## src/rtl/adc_pkg.sv

```systemverilog
// Shared types and constants for the ADC frame capture path.
package adc_pkg;
  typedef enum logic [1:0] {IDLE, ARM, CAPTURE, DONE} adc_state_t;
  typedef enum logic {TRIG_IMMEDIATE = 1'b0, TRIG_RISING = 1'b1} trig_mode_t;
  localparam int ADC_SAMPLE_W = 12;
  localparam int MIN_DIV      = 3;
  localparam int CAP_DELAY    = 2;
endpackage

```

## src/rtl/adc_clk_div.sv

```systemverilog
// Free-running sample clock divider: period P+1 clk cycles, high for (P+1)>>1,
// with a one-cycle pulse on the first high cycle of each period.
module adc_clk_div
  import adc_pkg::*;
#(
  parameter int DIV_W = 16
) (
  input  logic             clk,
  input  logic             rst,
  input  logic [DIV_W-1:0] cfg_div,
  output logic             sample_clk,
  output logic             sclk_edge
);
  logic [DIV_W-1:0] cnt_q, cnt_d, per_q, per_d, cfg_clamp;
  logic [DIV_W:0]   half;
  logic             wrap, sample_clk_q, sample_clk_d, edge_q, edge_d;

  always_comb begin
    cfg_clamp    = (cfg_div < DIV_W'(MIN_DIV)) ? DIV_W'(MIN_DIV) : cfg_div;
    half         = ({1'b0, per_q} + (DIV_W+1)'(1)) >> 1;
    wrap         = (cnt_q == per_q);
    cnt_d        = wrap ? '0 : cnt_q + DIV_W'(1);
    // The period is only reloaded at wrap so a config change never truncates a period.
    per_d        = wrap ? cfg_clamp : per_q;
    sample_clk_d = ({1'b0, cnt_q} < half);
    edge_d       = (cnt_q == '0);
  end

  always_ff @(posedge clk) begin
    if (rst) begin
      cnt_q        <= '0;
      per_q        <= cfg_clamp;
      sample_clk_q <= 1'b0;
      edge_q       <= 1'b0;
    end else begin
      cnt_q        <= cnt_d;
      per_q        <= per_d;
      sample_clk_q <= sample_clk_d;
      edge_q       <= edge_d;
    end
  end

  assign sample_clk = sample_clk_q;
  assign sclk_edge  = edge_q;
endmodule

```

## src/rtl/adc_frame_ctrl.sv

```systemverilog
// ADC frame controller: drives the sampler clock, captures samples a fixed
// delay after each sample edge, and writes immediate or triggered frames.
module adc_frame_ctrl
  import adc_pkg::*;
#(
  parameter int SAMPLE_W  = ADC_SAMPLE_W,
  parameter int FRAME_LEN = 256,
  parameter int DIV_W     = 16
) (
  input  logic                         clk,
  input  logic                         rst,
  input  logic [DIV_W-1:0]             cfg_div,
  input  logic                         trig_mode,
  input  logic [SAMPLE_W-1:0]          trig_level,
  input  logic                         start,
  input  logic                         abort,
  input  logic [SAMPLE_W-1:0]          sample_in,
  output logic                         sample_clk,
  output logic                         wr_en,
  output logic [$clog2(FRAME_LEN)-1:0] wr_addr,
  output logic [SAMPLE_W-1:0]          wr_data,
  output logic                         busy,
  output logic                         armed,
  output logic                         frame_done
);
  localparam int AW = $clog2(FRAME_LEN);

  logic                 sclk_edge, cap_stb, trig_hit;
  logic [CAP_DELAY-1:0] stb_pipe_q, stb_pipe_d;
  adc_state_t           state_q;
  logic [AW-1:0]        addr_q, wr_addr_q;
  logic [SAMPLE_W-1:0]  wr_data_q, prev_q;
  logic                 prev_vld_q, wr_en_q, frame_done_q;

  adc_clk_div #(.DIV_W(DIV_W)) u_div (
    .clk       (clk),
    .rst       (rst),
    .cfg_div   (cfg_div),
    .sample_clk(sample_clk),
    .sclk_edge (sclk_edge)
  );

  // Delay the edge so sample_in is taken once the sampler output has settled.
  always_comb begin
    stb_pipe_d = CAP_DELAY'({stb_pipe_q, sclk_edge});
    cap_stb    = stb_pipe_q[CAP_DELAY-1];
    trig_hit   = prev_vld_q && (prev_q < trig_level) && (sample_in >= trig_level);
  end

  always_ff @(posedge clk) begin
    if (rst) stb_pipe_q <= '0;
    else     stb_pipe_q <= stb_pipe_d;
  end

  always_ff @(posedge clk) begin
    if (rst) begin
      state_q      <= IDLE;
      addr_q       <= '0;
      wr_addr_q    <= '0;
      wr_data_q    <= '0;
      prev_q       <= '0;
      prev_vld_q   <= 1'b0;
      wr_en_q      <= 1'b0;
      frame_done_q <= 1'b0;
    end else begin
      wr_en_q      <= 1'b0;
      frame_done_q <= 1'b0;
      if (abort && state_q != IDLE) begin
        state_q <= IDLE;
      end else begin
        case (state_q)
          IDLE: if (start && !abort) begin
            state_q    <= (trig_mode_t'(trig_mode) == TRIG_RISING) ? ARM : CAPTURE;
            addr_q     <= '0;
            prev_vld_q <= 1'b0;
          end
          ARM: if (cap_stb) begin
            prev_q     <= sample_in;
            prev_vld_q <= 1'b1;
            if (trig_hit) begin
              wr_en_q   <= 1'b1;
              wr_addr_q <= '0;
              wr_data_q <= sample_in;
              addr_q    <= AW'(1);
              state_q   <= CAPTURE;
            end
          end
          CAPTURE: begin
            if (cap_stb) begin
              wr_en_q   <= 1'b1;
              wr_addr_q <= addr_q;
              wr_data_q <= sample_in;
              addr_q    <= addr_q + AW'(1);
            end else if (wr_en_q && wr_addr_q == AW'(FRAME_LEN-1)) begin
              // Last write is on the bus this cycle; pulse done on the next.
              state_q      <= DONE;
              frame_done_q <= 1'b1;
            end
          end
          DONE:    state_q <= IDLE;
          default: state_q <= IDLE;
        endcase
      end
    end
  end

  // Abort also cancels a write or done pulse already registered for this cycle.
  assign wr_en      = wr_en_q & ~abort;
  assign frame_done = frame_done_q & ~abort;
  assign wr_addr    = wr_addr_q;
  assign wr_data    = wr_data_q;
  assign busy       = (state_q != IDLE);
  assign armed      = (state_q == ARM);
endmodule
```

## config.mk

```make
export PLATFORM = sky130hd
export DESIGN_NAME = adc_frame_ctrl
export DESIGN_NICKNAME = d
export VERILOG_FILES = /design/src/rtl/adc_pkg.sv /design/src/rtl/adc_clk_div.sv /design/src/rtl/adc_frame_ctrl.sv
export SDC_FILE = /design/constraint.sdc
export NUM_CORES = 1
export LEC_CHECK = 0
export ABC_AREA = 1
export CORE_ASPECT_RATIO = 0.7
export CORE_UTILIZATION = 40
export DETAILED_ROUTE_END_ITERATION = 12
export HOLD_SLACK_MARGIN = 0.02
export PLACE_DENSITY_LB_ADDON = 0.25
export SLEW_MARGIN = 10
export SYNTH_ARGS = -nofsm -noshare
export SYNTH_HDL_FRONTEND = slang
export SYNTH_SLANG_ARGS = --single-unit
export TNS_END_PERCENT = 30
```

## constraint.sdc

```tcl
create_clock -name clk -period 6.1 [get_ports clk]
set_input_delay 1.525 -clock clk [delete_from_list [all_inputs] [get_ports clk]]
set_output_delay 1.525 -clock clk [all_outputs]
set_load 0.02 [all_outputs]
```

======== After elaboration in Yosys (flattened, before gate mapping) ========
Cells that the tools add are included.
cells by class
  reductions and logical operators ........ 21
  muxes and demuxes ....................... 31
  add/subtract/negate cells ............... 3
  bitwise operators ....................... 5
  eq/ne operators ......................... 11
  $lt $le $gt $ge ......................... 4
operators with widths
  kind                                                                           count
  8-bit two-way mux                                                              7
  16-bit two-way mux                                                             3
  12-bit two-way mux                                                             3
  12-bit one-hot mux with 2 select lines                                         1
  8-bit one-hot mux with 3 select lines                                          1
  16-bit by 1-bit adder with 17-bit output, second input constant                1
  16-bit by 1-bit adder with 16-bit output, second input constant                1
  16-bit equality test                                                           1
  16-bit logical NOT                                                             1
  16-bit less-than comparator                                                    1
  16-bit by 2-bit less-than comparator with 1-bit output, second input constant  1
  8-bit one-hot mux with 2 select lines                                          1
  12-bit >= comparator                                                           1
  12-bit less-than comparator                                                    1
  2-bit two-way mux                                                              6
  5-bit AND reduction                                                            2
  8-bit by 1-bit adder with 8-bit output, second input constant                  1
  8-bit equality test, second input constant                                     1
  2-bit inequality test, second input constant                                   4
  2-bit one-hot mux with 4 select lines                                          1
  2-bit nonzero test                                                             4
  1-bit two-way mux                                                              6
  6-bit AND reduction                                                            1
  1-bit logical AND                                                              5
  13 further kinds                                                               20
word-level totals
  word-level logic and storage cells ...... 88
  flip-flop bits (word level) ............. 81
  output and inout port bits .............. 25
  input bits .............................. 45

======== Depth between registers and ports, before layout ========
  word-level depth ........................ 6
  depth in mapped cells ................... 17

======== Cells and area by module ========
From an unflattened synthesis, not the netlist that was laid out.
unflattened totals
  cells, all modules ...................... 735
  area total of the unflattened synthesis .. 5230.0 um^2
by module, submodules not included
  module          sequential area each (um^2)  area each (um^2)  instances  cells an instance
  adc_frame_ctrl  940.9                        2864.0            1          398
  adc_clk_div     840.8                        2366.0            1          337

======== Worst setup path after synthesis ========
OpenSTA, ideal clock, no wires.
  kind .................................... input -> output
  from .................................... in abort
  to ...................................... out frame_done
  stages .................................. 1
  path buffers ............................ 0
  path slack .............................. 2.757 ns
  arrival ................................. 1.818 ns
  required time ........................... 4.575 ns
  cell sequence ........................... nor2_1
on the way
  word-level cells in the longest chain between the ends .. 2
RTL lines
  element            line                   source
  from (decl)        adc_frame_ctrl.sv:16   input logic abort,
  1-bit inverter     adc_frame_ctrl.sv:109  assign frame_done = frame_done_q & ~abort;
  1-bit bitwise AND  adc_frame_ctrl.sv:109
  to (decl)          adc_frame_ctrl.sv:24   output logic frame_done
No other way between the ends.

======== Final worst setup path ========
  from .................................... in abort
  to ...................................... out wr_en
on the way
  word-level cells in the longest chain between the ends .. 2
RTL lines
  element            line                   source
  1-bit inverter     adc_frame_ctrl.sv:108  assign wr_en = wr_en_q & ~abort;
  1-bit bitwise AND  adc_frame_ctrl.sv:108
  to (decl)          adc_frame_ctrl.sv:19   output logic wr_en,
No other way between the ends.

==> out/metrics.yaml <==
global_route_wire_length_before_repair_mm: 18.75
power_leakage_uw: 0.002478
outcome: "complete, no violations"
area_overhead_of_the_layout_relative_to_synthesis_pct: 21.23
cp-start-kind: "input pin"
n_fill_cell: 1142
routed_antenna_nets: 0
drive_above_1_share: 0.05182
combPwrFrac: 0.318
worst_hold_path.endpoint: "stb_pipe_q[1]$_SDFF_PP0_"
synth.ff_latch_count: 81
layout.cell_area.non_filler_mm2: 0.005917
dp_slack_ns: 1.891
die_height_um: 94.42
number_of_antenna_violations_at_the_first_check_in_global_routing: 0
routed_via_density: 4.972
floorplan.die_area_mm2: 0.01266
critical_path_arrival_ns: 2.69
fp.dieW_um: 134.0
path_max_fanout: 3
nNetsFinal: 800
cts_tree: "done"
clkPwrFrac: 0.296
power.density_cell_area_mw_per_mm2: 286.9
synth-edff-count: 16
final.min_clock_period_ns: 4.217
clk_latency_ns: 0.34
ff2ff_setup_slack_ns: 3.32
worst_slew_pin_slew_ns: 1.113
critical_path.endpoint_type: "primary output"
cpLargestDelayFamily: "buffers and inverters"
worstPathCellList: "clkdlybuf4s50_1 > nor2_1 > clkdlybuf4s50_1"
final_core_utilization: 0.5011
report.final.slew_viol_count: 0
totalWireLength_mm: 11.19
setup_ws_ns: 1.883
crit_path_frequent_cell: "clkdlybuf4s50_1"
power.share.sequential: 0.386
worstReg2RegEnd: "wr_data[0]$_SDFFE_PP0P_"
setup_viol: 0
routedWlPerCell_um: 12.85
yosys.cell_types.count: 36
total_routing_usage_reported_by_global_routing: 0.1864
cts-hold-fix-buffers: 0
core_mm2: 0.01181
clock_sinks: 81
worst-endpoint-required_ns: 4.58
worstHoldStart: "stb_pipe_q[0]$_SDFF_PP0_"
setup-tns-final_ns: 0
post_cts.repair.setup_buffers: 0
via_count: 4331
min_delay_path_depth: 2
maximum_operating_frequency_ghz: 0.2371
sequential_element_share_of_the_synthesized_area: 0.3650
worstReg2RegStart: "state_q[0]$_SDFFE_PP0P_"
total_power_uw: 1698
maximum_clock_insertion_buffer_count: 2
global_route.overflow_total: 0
timing.slew.headroom: 0.2575
place.gp.congestion: 0.8160
netSwitchingPower_uw: 596.0
port_buffers: 69
htreeDepth: 3
worst_r2r_path_depth: 8
layout.area.seq_mm2: 0.001782
synthCells: 660
synth.avg_cell_area_um2: 7.395
floorplan.rows: 33
ir_worst_vdd_uv: 152.8
crit_path_top_delay_cell: "clkdlybuf4s50_1"
yosys_warnings: 0
placement.cell_area_mm2: 0.005638
cts_root_cell: "clkbuf_16"
drt-initial-drc-count: 224
hpwl_mm: 8.594
cts.clk_slew.worst_paths_ns: 0.06
numCtsBuffers: 9
top_level_ports: 70
min_path_type: "flop to flop"
finalHoldViolations: 0
synth-async-reset-ratio: 0
cp.buffers_inverters: 2
detailedRoute.firstPassIterationCount: 4
unrepaired_setup_endpoints_after_global_routing: "false"
synth_top_flop_cell: "dfxtp_1"
post-route-period-util: 0.6913
netlist_area_mm2: 0.004881
initial_core_util: 0.4133
clock-skew-final_ns: 0.007868
route.detailed.drc: 0
net_sw_frac: 0.3511
post_cts_resized: 0
critical_path_class: "input pin to primary output"
grt_start_max_net_pins: 45
number_of_diodes: 0
intPower_uw: 1102
first_global_vias: 4059
syn-num-nets: 751
multi_input_area_mm2: 0.002684
cap_viol_max_count: 0
cpPeakStageDelay_ns: 0.61
==> final cells by class <==
cell class                 instances  area share
inverter                          74     0.04694
multi-input combinational        473      0.4536
tap                              157     0.03320
clock buffer                       9     0.03806
clock inverter                     7    0.009093
sequential                        81      0.3011
timing repair buffer              70      0.1180
==> power groups by stage <==
stage	registers (uW)	logic (uW)	clock network, uW
2_1_floorplan	696	332	0
3_3_place_gp	664	528	0
3_5_place_dp	666	541	0
4_1_cts	655	542	513
5_1_grt	663	613	538
6_report	655	540	502
==> layer usage <==
metal | vias up | GRT usage | share of wire
met3 | 12 | 0.03811 | 0.044
met2 | 77 | 0.2958 | 0.44
met1 | 1980 | 0.2530 | 0.51
met5 | - | 0 | 0
met4 | 0 | 0.06273 | 0.013
li1 | 2262 | - | -
==> sequential cells by signal (all words and copies together), names as in the netlist, 2 cells and up <==
| register | count |
|---|---|
| state_q | 2 |
| prev_q | 12 |
| addr_q | 8 |
| u_div.per_q | 16 |
| wr_addr | 8 |
| u_div.cnt_q | 16 |
| wr_data | 12 |
| stb_pipe_q | 2 |
==> worst register-to-register path: stages (launching register included) <==
cell     delay (ns)
dfxtp_1        0.39
inv_1          0.08
ha_1           0.35
inv_1          0.22
o22ai_1        0.15
nor2_2         0.86
nand2_2        0.38
nand2_1        0.14
a21oi_1        0.08
==> worst max path at each step <==
stage | start | to | depth (start not counted)
after global placement | abort | frame_done | 3
after CTS | abort | wr_en | 3
after detailed placement | abort | wr_en | 3
after floorplan | abort | frame_done | 1
final | abort | wr_en | 3
after global routing | abort | frame_done | 3
==> synthesized netlist by cell type, types with 2 or more instances <==
| cell | n | area share |
|---|---|---|
| nand2_1 | 128 | 0.098 |
| nor2_1 | 76 | 0.058 |
| inv_1 | 72 | 0.055 |
| dfxtp_1 | 65 | 0.27 |
| a21oi_1 | 60 | 0.062 |
| ha_1 | 46 | 0.12 |
| nand3_1 | 46 | 0.047 |
| o21ai_0 | 26 | 0.027 |
| clkbuf_1 | 18 | 0.014 |
| edfxtp_1 | 16 | 0.098 |
| xnor2_1 | 16 | 0.029 |
| nand4_1 | 14 | 0.018 |
| xor2_1 | 13 | 0.023 |
| nor3_1 | 12 | 0.012 |
| buf_2 | 11 | 0.011 |
| nor4_1 | 7 | 0.0090 |
| nand2_2 | 5 | 0.0064 |
| nor2_2 | 4 | 0.0051 |
| a21o_1 | 2 | 0.0031 |
| buf_1 | 2 | 0.0015 |
| inv_2 | 2 | 0.0015 |
| nand3_2 | 2 | 0.0041 |
| nand3b_1 | 2 | 0.0031 |
| nor3_2 | 2 | 0.0041 |
| nor3_4 | 2 | 0.0067 |
==> through the flow <==
step / hold slack, ns / instances
after floorplan: 0.3883 / 660
after global placement: 0.3943 / 855
after detailed placement: 0.4034 / 855
after CTS: 0.4089 / 871
after global routing: 0.4336 / 871
final: 0.4018 / 871
==> layout by cell type, fill, tap and decap left out, types with 2 or more instances in the layout <==
master,Yosys,layout
nor3_2,2,2
o21ai_0,26,26
nor3_4,2,2
nand3b_1,2,2
nand3_2,2,2
clkbuf_16,0,9
inv_1,72,72
clkinv_4,0,2
edfxtp_1,16,16
nor2_2,4,4
ha_1,46,46
nor4_1,7,7
nand3_1,46,46
clkinvlp_4,0,2
xor2_1,13,13
xnor2_1,16,16
nand2_1,128,128
a21oi_1,60,60
dfxtp_1,65,65
a21o_1,2,2
inv_4,0,2
nor3_1,12,12
nor2_1,76,76
nand4_1,14,14
inv_2,2,2
clkdlybuf4s50_1,0,69
nand2_2,5,5
==> cell families after synthesis <==
family / count (synthesis) / synth area share
AND/OR/NAND/NOR: 307 / 0.2843
XOR/XNOR: 29 / 0.05204
flip-flops: 81 / 0.3650
adder cells (fa/ha/maj): 46 / 0.1179
AO/OA/AOI/OAI: 91 / 0.09561
buffers and inverters: 106 / 0.08511
No activity file was read; power rests on OpenSTA's default activity.
